### config.mk
export PLATFORM = sky130hd
export DESIGN_NAME = mem_port_arbiter
export DESIGN_NICKNAME = d
export VERILOG_FILES = /design/src/rtl/mem_port_arbiter.sv
export SDC_FILE = /design/constraint.sdc
export NUM_CORES = 1
export LEC_CHECK = 0
export ABC_AREA = 1
export CORE_MARGIN = 2
export CORE_UTILIZATION = 40
export CTS_CLUSTER_DIAMETER = 100
export CTS_CLUSTER_SIZE = 14
export DETAILED_ROUTE_END_ITERATION = 10
export MAX_ROUTING_LAYER = met4
export PLACE_DENSITY = 0.78
export SYNTH_ARGS = -nofsm -noshare
export SYNTH_HDL_FRONTEND = slang
export SYNTH_SLANG_ARGS = --single-unit
### constraint.sdc
create_clock -name iClk -period 7 [get_ports iClk]
set_input_delay 1.4 -clock iClk [delete_from_list [all_inputs] [get_ports iClk]]
set_output_delay 1.4 -clock iClk [all_outputs]
set_load 0.02 [all_outputs]
### src/rtl/mem_port_arbiter.sv
// mem_port_arbiter: shares one memory port between instruction fetch and
// load/store data requesters. One registered access at a time, alternating
// priority under contention, one-cycle acknowledge in a RELEASE state.
// Optional access timeout enabled by defining MEM_ARB_TIMEOUT_EN; without it
// ACCESS waits for iMemRdy indefinitely and oErr is constant 0.
module mem_port_arbiter #(
  parameter logic [15:0] TIMEOUT_CYCLES = 16'd255,
  parameter logic [31:0] ERR_DATA       = 32'h0000_0000
) (
  input  logic        iClk,
  input  logic        iRst,
  input  logic        iF_req,
  input  logic [31:0] iF_addr,
  output logic [31:0] oF_data,
  output logic        oF_ack,
  input  logic        iD_req,
  input  logic        iD_we,
  input  logic [31:0] iD_addr,
  input  logic [31:0] iD_wdata,
  output logic [31:0] oD_data,
  output logic        oD_ack,
  output logic [31:0] oMemAddr,
  output logic [31:0] oMemData,
  output logic        oMemRead,
  output logic        oMemWrite,
  input  logic [31:0] iMemData,
  input  logic        iMemRdy,
  output logic        oBusy,
  output logic        oErr
);

  typedef enum logic [1:0] {
    IDLE    = 2'd0,
    ACCESS  = 2'd1,
    RELEASE = 2'd2
  } state_t;

  state_t      state_q, state_d;
  logic        last_grant_q, last_grant_d;
  logic        grant_data_q, grant_data_d;
  logic [31:0] mem_addr_q, mem_addr_d;
  logic [31:0] mem_data_q, mem_data_d;
  logic        mem_read_q, mem_read_d;
  logic        mem_write_q, mem_write_d;
  logic [31:0] f_data_q, f_data_d;
  logic        f_ack_q, f_ack_d;
  logic [31:0] d_data_q, d_data_d;
  logic        d_ack_q, d_ack_d;
  logic        busy_q, busy_d;
  logic        pick_data;
  logic        finish;
  logic [31:0] ret_data;
  logic        err_d;

`ifdef MEM_ARB_TIMEOUT_EN
  logic [15:0] cnt_q, cnt_d;
  logic        err_q;
`else
  logic        unused_params;
  assign unused_params = ^{TIMEOUT_CYCLES, ERR_DATA, err_d};
`endif

  // Next-state and next-output computation for the arbiter FSM
  always_comb begin
    state_d      = state_q;
    last_grant_d = last_grant_q;
    grant_data_d = grant_data_q;
    mem_addr_d   = mem_addr_q;
    mem_data_d   = mem_data_q;
    mem_read_d   = mem_read_q;
    mem_write_d  = mem_write_q;
    f_data_d     = f_data_q;
    f_ack_d      = 1'b0;
    d_data_d     = d_data_q;
    d_ack_d      = 1'b0;
    err_d        = 1'b0;
    pick_data    = 1'b0;
    finish       = 1'b0;
    ret_data     = iMemData;
`ifdef MEM_ARB_TIMEOUT_EN
    cnt_d        = cnt_q;
`endif
    case (state_q)
      IDLE: begin
        if (iF_req || iD_req) begin
          // under contention, the requester that did not win last time wins
          pick_data    = iD_req && (!iF_req || !last_grant_q);
          grant_data_d = pick_data;
          last_grant_d = pick_data;
          mem_addr_d   = pick_data ? iD_addr : iF_addr;
          if (pick_data && iD_we) begin
            mem_data_d = iD_wdata;
          end
          mem_read_d   = ~(pick_data & iD_we);
          mem_write_d  = pick_data & iD_we;
          state_d      = ACCESS;
`ifdef MEM_ARB_TIMEOUT_EN
          cnt_d        = 16'd0;
`endif
        end
      end
      ACCESS: begin
        if (iMemRdy) begin
          finish   = 1'b1;
          ret_data = iMemData;
        end
`ifdef MEM_ARB_TIMEOUT_EN
        else if (cnt_q == TIMEOUT_CYCLES) begin
          finish   = 1'b1;
          ret_data = ERR_DATA;
          err_d    = 1'b1;
        end else begin
          cnt_d = cnt_q + 16'd1;
        end
`endif
        if (finish) begin
          if (!grant_data_q) begin
            f_data_d = ret_data;
            f_ack_d  = 1'b1;
          end else begin
            if (!mem_write_q) begin
              d_data_d = ret_data;
            end
            d_ack_d = 1'b1;
          end
          mem_read_d  = 1'b0;
          mem_write_d = 1'b0;
          state_d     = RELEASE;
        end
      end
      RELEASE: begin
        state_d = IDLE;
      end
      default: begin
        state_d     = IDLE;
        mem_read_d  = 1'b0;
        mem_write_d = 1'b0;
      end
    endcase
    busy_d = (state_d != IDLE);
  end

  // State and registered outputs; reset drops strobes and acks at once
  always_ff @(posedge iClk or posedge iRst) begin
    if (iRst) begin
      state_q      <= IDLE;
      last_grant_q <= 1'b1;
      grant_data_q <= 1'b0;
      mem_addr_q   <= 32'd0;
      mem_data_q   <= 32'd0;
      mem_read_q   <= 1'b0;
      mem_write_q  <= 1'b0;
      f_data_q     <= 32'd0;
      f_ack_q      <= 1'b0;
      d_data_q     <= 32'd0;
      d_ack_q      <= 1'b0;
      busy_q       <= 1'b0;
    end else begin
      state_q      <= state_d;
      last_grant_q <= last_grant_d;
      grant_data_q <= grant_data_d;
      mem_addr_q   <= mem_addr_d;
      mem_data_q   <= mem_data_d;
      mem_read_q   <= mem_read_d;
      mem_write_q  <= mem_write_d;
      f_data_q     <= f_data_d;
      f_ack_q      <= f_ack_d;
      d_data_q     <= d_data_d;
      d_ack_q      <= d_ack_d;
      busy_q       <= busy_d;
    end
  end

`ifdef MEM_ARB_TIMEOUT_EN
  // Timeout counter and error pulse, present only with the timeout feature
  always_ff @(posedge iClk or posedge iRst) begin
    if (iRst) begin
      cnt_q <= 16'd0;
      err_q <= 1'b0;
    end else begin
      cnt_q <= cnt_d;
      err_q <= err_d;
    end
  end

  assign oErr = err_q;
`else
  assign oErr = 1'b0;
`endif

  assign oF_data   = f_data_q;
  assign oF_ack    = f_ack_q;
  assign oD_data   = d_data_q;
  assign oD_ack    = d_ack_q;
  assign oMemAddr  = mem_addr_q;
  assign oMemData  = mem_data_q;
  assign oMemRead  = mem_read_q;
  assign oMemWrite = mem_write_q;
  assign oBusy     = busy_q;

endmodule
# Yosys cells after proc, flatten, opt, wreduce, memory -nomap -nowiden
# Cells that the tools add are included.
dict set report totals {
  register_bits 137
  out_inout_bits 134
  in_bits 134
  elab_cells 51
}
dict set report classes {
  bitwise_logic 5
  muxes 17
  n_reduce_logical 13
  n_eq_ne 4
}
# cell n
set op_table {}
lappend op_table {{2-to-1 mux 32 bit} 1}
lappend op_table {{2-to-1 mux 1 bit} 11}
lappend op_table {{AND reduction 3 bit} 3}
lappend op_table {{one-hot mux 1 bit (3 select lines)} 2}
lappend op_table {{2-to-1 mux 2 bit} 2}
lappend op_table {{inequality test 2 bit, second input constant} 2}
lappend op_table {{NOT 1 bit} 4}
lappend op_table {{one-hot mux 2 bit (2 select lines)} 1}
lappend op_table {{AND reduction 4 bit} 1}
lappend op_table {{== test 2 x 1 -> 1 bit, second input constant} 1}
lappend op_table {{== test 2 bit, second input constant} 1}
lappend op_table {{logical AND 1 bit} 2}
lappend op_table {{zero test 1 bit} 2}
lappend op_table {{zero test 2 bit} 1}
lappend op_table {{logical OR 1 bit} 2}
lappend op_table {{AND reduction 2 bit} 1}
lappend op_table {{nonzero test 2 bit} 1}
lappend op_table {{bitwise AND 1 bit} 1}

# Logic depth before layout (Yosys ltp)
dict set report depth {
  ltp_word 7
  ltp_mapped 7
  mapped_depth_nobuf 6
}

# Worst setup path after synthesis
# Ideal clock, no wire load.
dict set report synth_timing {
  path_kind {in2reg}
  startpoint {in iD_req}
  endpoint {reg mem_addr_q[0], in the netlist oMemAddr[0]}
  t_arrival_ns 2.196
  n_path_buf 2
  setup_ns 0.117
  required_time_ns 6.883
  stages 7
  path_slack_ns 4.687
  path_cell_list {buf_2 > nor2_1 > nor2_2 > inv_2 > buf_2 > nand2_1 > nand2_1}
}
dict set report synth_between {
  elab_chain_len 2
  word_cells_on_any_way 4
  classes_between {1 x mux; 3 x reduce/logical}
}
# item line_no
set synth_lines {}
lappend synth_lines {{from (decl)} 16} ;# input logic iD_req,
lappend synth_lines {{logical AND 1 bit or logical OR 1 bit (tied branches)} {87, 85}}
lappend synth_lines {{2-to-1 mux 32 bit or AND reduction 2 bit (tied branches)} --}
lappend synth_lines {{to (signal assigned)} 162} ;# mem_addr_q <= mem_addr_d;
lappend synth_lines {{to (decl)} 41} ;# logic [31:0] mem_addr_q, mem_addr_d;
# Several ways; a longest one is shown, not always the timed one.
# A chain may end at the register's enable or synchronous reset.

# Worst setup path in the final report
dict set report layout_timing {
  startpoint {in iD_req}
  endpoint {reg mem_addr_q[10], in the netlist oMemAddr[10]}
}
# Same word-level chain as after synthesis.

==> run metrics <==
layout cell share with drive strength beyond 1=under 10%; CTS tree=built; worst path required time=between 7 and 8 ns; worst path arrival time=3.37 ns; commonest non-fill, non-tap cells in the layout=nand2_1, clkdlybuf4s50_1, dfrtp_1; main flop type after synthesis=dfrtp_1; # Post-CTS Setup Buffers=0; CTS buffer count=17; antenna-violating nets left=0; vias per cell=about 4.7; Power Dens Cells=about 460 nW/µm²; status=finished, final reports clean; endpoints failing setup=0; GRT overflow=0; pin count of the biggest net entering global routing=84; CP max stage delay=0.45 ns; chip height=around 120 µm; Syn Nets=roughly 830; via count=5407; period utilisation layout=roughly 44%; TNS Setup=0 ns; unique cell type count in the Yosys netlist=17; PortBufs=between 200 and 300; max frequency=approximately 330 MHz; Die X-Extent=~120 µm; Layout area overhead=59.33%; synth warn=0; Max Slew Vio Count=0; clk root buf=clkbuf_16; row cnt=43; headroom to the max-slew limit=between 20% and 30%; CP Capture Type=flop; # hold bufs at CTS=0; Worst-path clk slew=0.06 ns; CP Buf/Inv Count=4; Sink Count=137; initial drt markers=268; DIE AREA=about 15000 µm²; Post-DP HPWL=around 12000 µm; RSZ-0062 raised after global routing=no; Post-synth ARST share=100.0%; max_cap viols=0; nets=1086; CTS max path bufs=2; worst path cell trace=clkdlybuf4s50_1 -> buf_4 -> nor2_1 -> nor2_2 -> buf_4 -> inv_2 -> nand2_1 -> nand2_1; Final WS setup=about 3.9 ns; Pre-Repair DR Iteration Count=4; Final Cell Area=between 9000 and 10000 µm²; Worst Max-Slew Pin Slew=1.067 ns; initial antenna violation count=0; Post-Syn Area=5715 µm²; Pleak=around 4.5 nW; worst-path fanout max=37; core area=about 14000 µm²; Area after DPL=between 8000 and 9000 µm²; Tmin final=between 3 and 4 ns; Final Hold Fails=0; first-pass GRT wire length=25840 µm; I/O pins=around 270; critical path class=input port to flop; Seq/Total Area, Yosys=60.00%; min-delay worst type=flop to flop; slowest CP cell=clkdlybuf4s50_1; FF+latch count, synth=roughly 140; most common cell after layout, fill and taps aside=nand2_1; CP delay by family, top=buffers and inverters; Worst-Skew Late Latency=between 0.4 and 0.5 ns; Place WS=3.508 ns; number of diodes=0; Final Wtd Congestion=between 0.8 and 0.9; vias in the first global route=roughly 5200; Post-synth EDFFs=0; Initial Utilization=~41%; Gate Count Post-Synth=693; Tot GR Track Use=a little under a quarter; post-DR wirelength/cell=14.66 µm; H-tree Lvls=4; Resized Gates After CTS=0; DR DRC count=0; Final Skew=around 0.0087 ns; startpoint types=input port; Total Routed Length=around 17000 µm; Mean Syn Cell Area=8.247 µm²; Peak supply drop=~0.21 mV
## stage by stage
stage | instances | hold slack, ns | power [W] | util, %
after floorplan | 693 | 0.4431 | 0.002331 | -
after CTS | 1144 | 0.4788 | 0.004225 | 65.35
after global routing | 1144 | 0.4980 | 0.004438 | 65.35
after detailed placement | 1113 | 0.4639 | 0.003318 | 61.15
after global placement | 1113 | 0.4546 | 0.003278 | 61.15
final | 1144 | 0.4742 | 0.004187 | 65.35
## worst reg2reg max path, delay by kind of cell (launching register included)
kind	cells	cell delay, ns
buf+inv	3	1.16
flops	1	0.41
simple gates	3	0.36
## synth_stat cells, types with 2 or more instances
cell type | count | share of area (%)
buf_2 | 21 | 1.8
clkbuf_1 | 12 | 0.79
dfrtp_1 | 136 | 60
inv_1 | 35 | 2.3
inv_2 | 2 | 0.13
nand2_1 | 409 | 27
nand3_1 | 36 | 3.2
nand3b_1 | 27 | 3.5
nand4_1 | 3 | 0.33
nor2_1 | 3 | 0.20
nor2_2 | 3 | 0.33
## registers in the layout (all words and copies together), names as in the netlist
signal,flops
grant_data_q,1
last_grant_q,1
oBusy,1
oD_ack,1
oD_data,32
oF_ack,1
oF_data,32
oMemAddr,32
oMemData,32
oMemRead,1
oMemWrite,1
state_q,2
## final cells by class
class	count	area [µm²]
multi-input combinational	484	1992
timing repair buffer	275	2730
clock inverter	13	146.4
fill	1163	4828
tap	180	225.2
inverter	37	143.9
sequential	137	3430
clock buffer	18	439.2
## worst paths after layout
path,from,end,slack (ns),cells after the start
worst max-delay path,iD_req,oMemAddr[10]$_DFFE_PP0P_,3.94,8
worst min-delay path,last_grant_q$_DFFE_PP1P_,last_grant_q$_DFFE_PP1P_,0.47,2
worst max register to register,state_q[1]$_DFF_PP0_,oF_data[9]$_DFFE_PP0P_,5.00,6
worst min register to register,last_grant_q$_DFFE_PP1P_,last_grant_q$_DFFE_PP1P_,0.47,2
max in group asynchronous,iRst,oD_data[16]$_DFFE_PP0P_,4.30,3
min in group asynchronous,iRst,oMemData[28]$_DFFE_PP0P_,1.50,2
## where the power goes
group          total, W  internal (W)  switching (W)  leakage, nW
Sequential      0.00137       0.00116       0.000211         1.71
Clock          0.000884      0.000534       0.000350        0.271
Combinational   0.00193      0.000867        0.00106         2.56
Total           0.00419       0.00256        0.00162         4.54
## routing by layer
layer  vias up  part of all wire [%]  global-route usage (%)
li1       2627                     -                       -
met3        37                   7.5                   6.089
met2       218                    49                   37.29
met5         -                     0                       -
met1      2525                    40                   26.42
met4         0                   2.9                   9.730
## kinds of logic after synthesis
group                  Yosys count  synth area share [%]
AND/OR/NAND/NOR                482                 34.59
flip-flops                     137                 60.00
buffers and inverters           72                 5.254
AO/OA/AOI/OAI                    1               0.08748
other                            1               0.06561
Power figures use the tool's default switching activity.
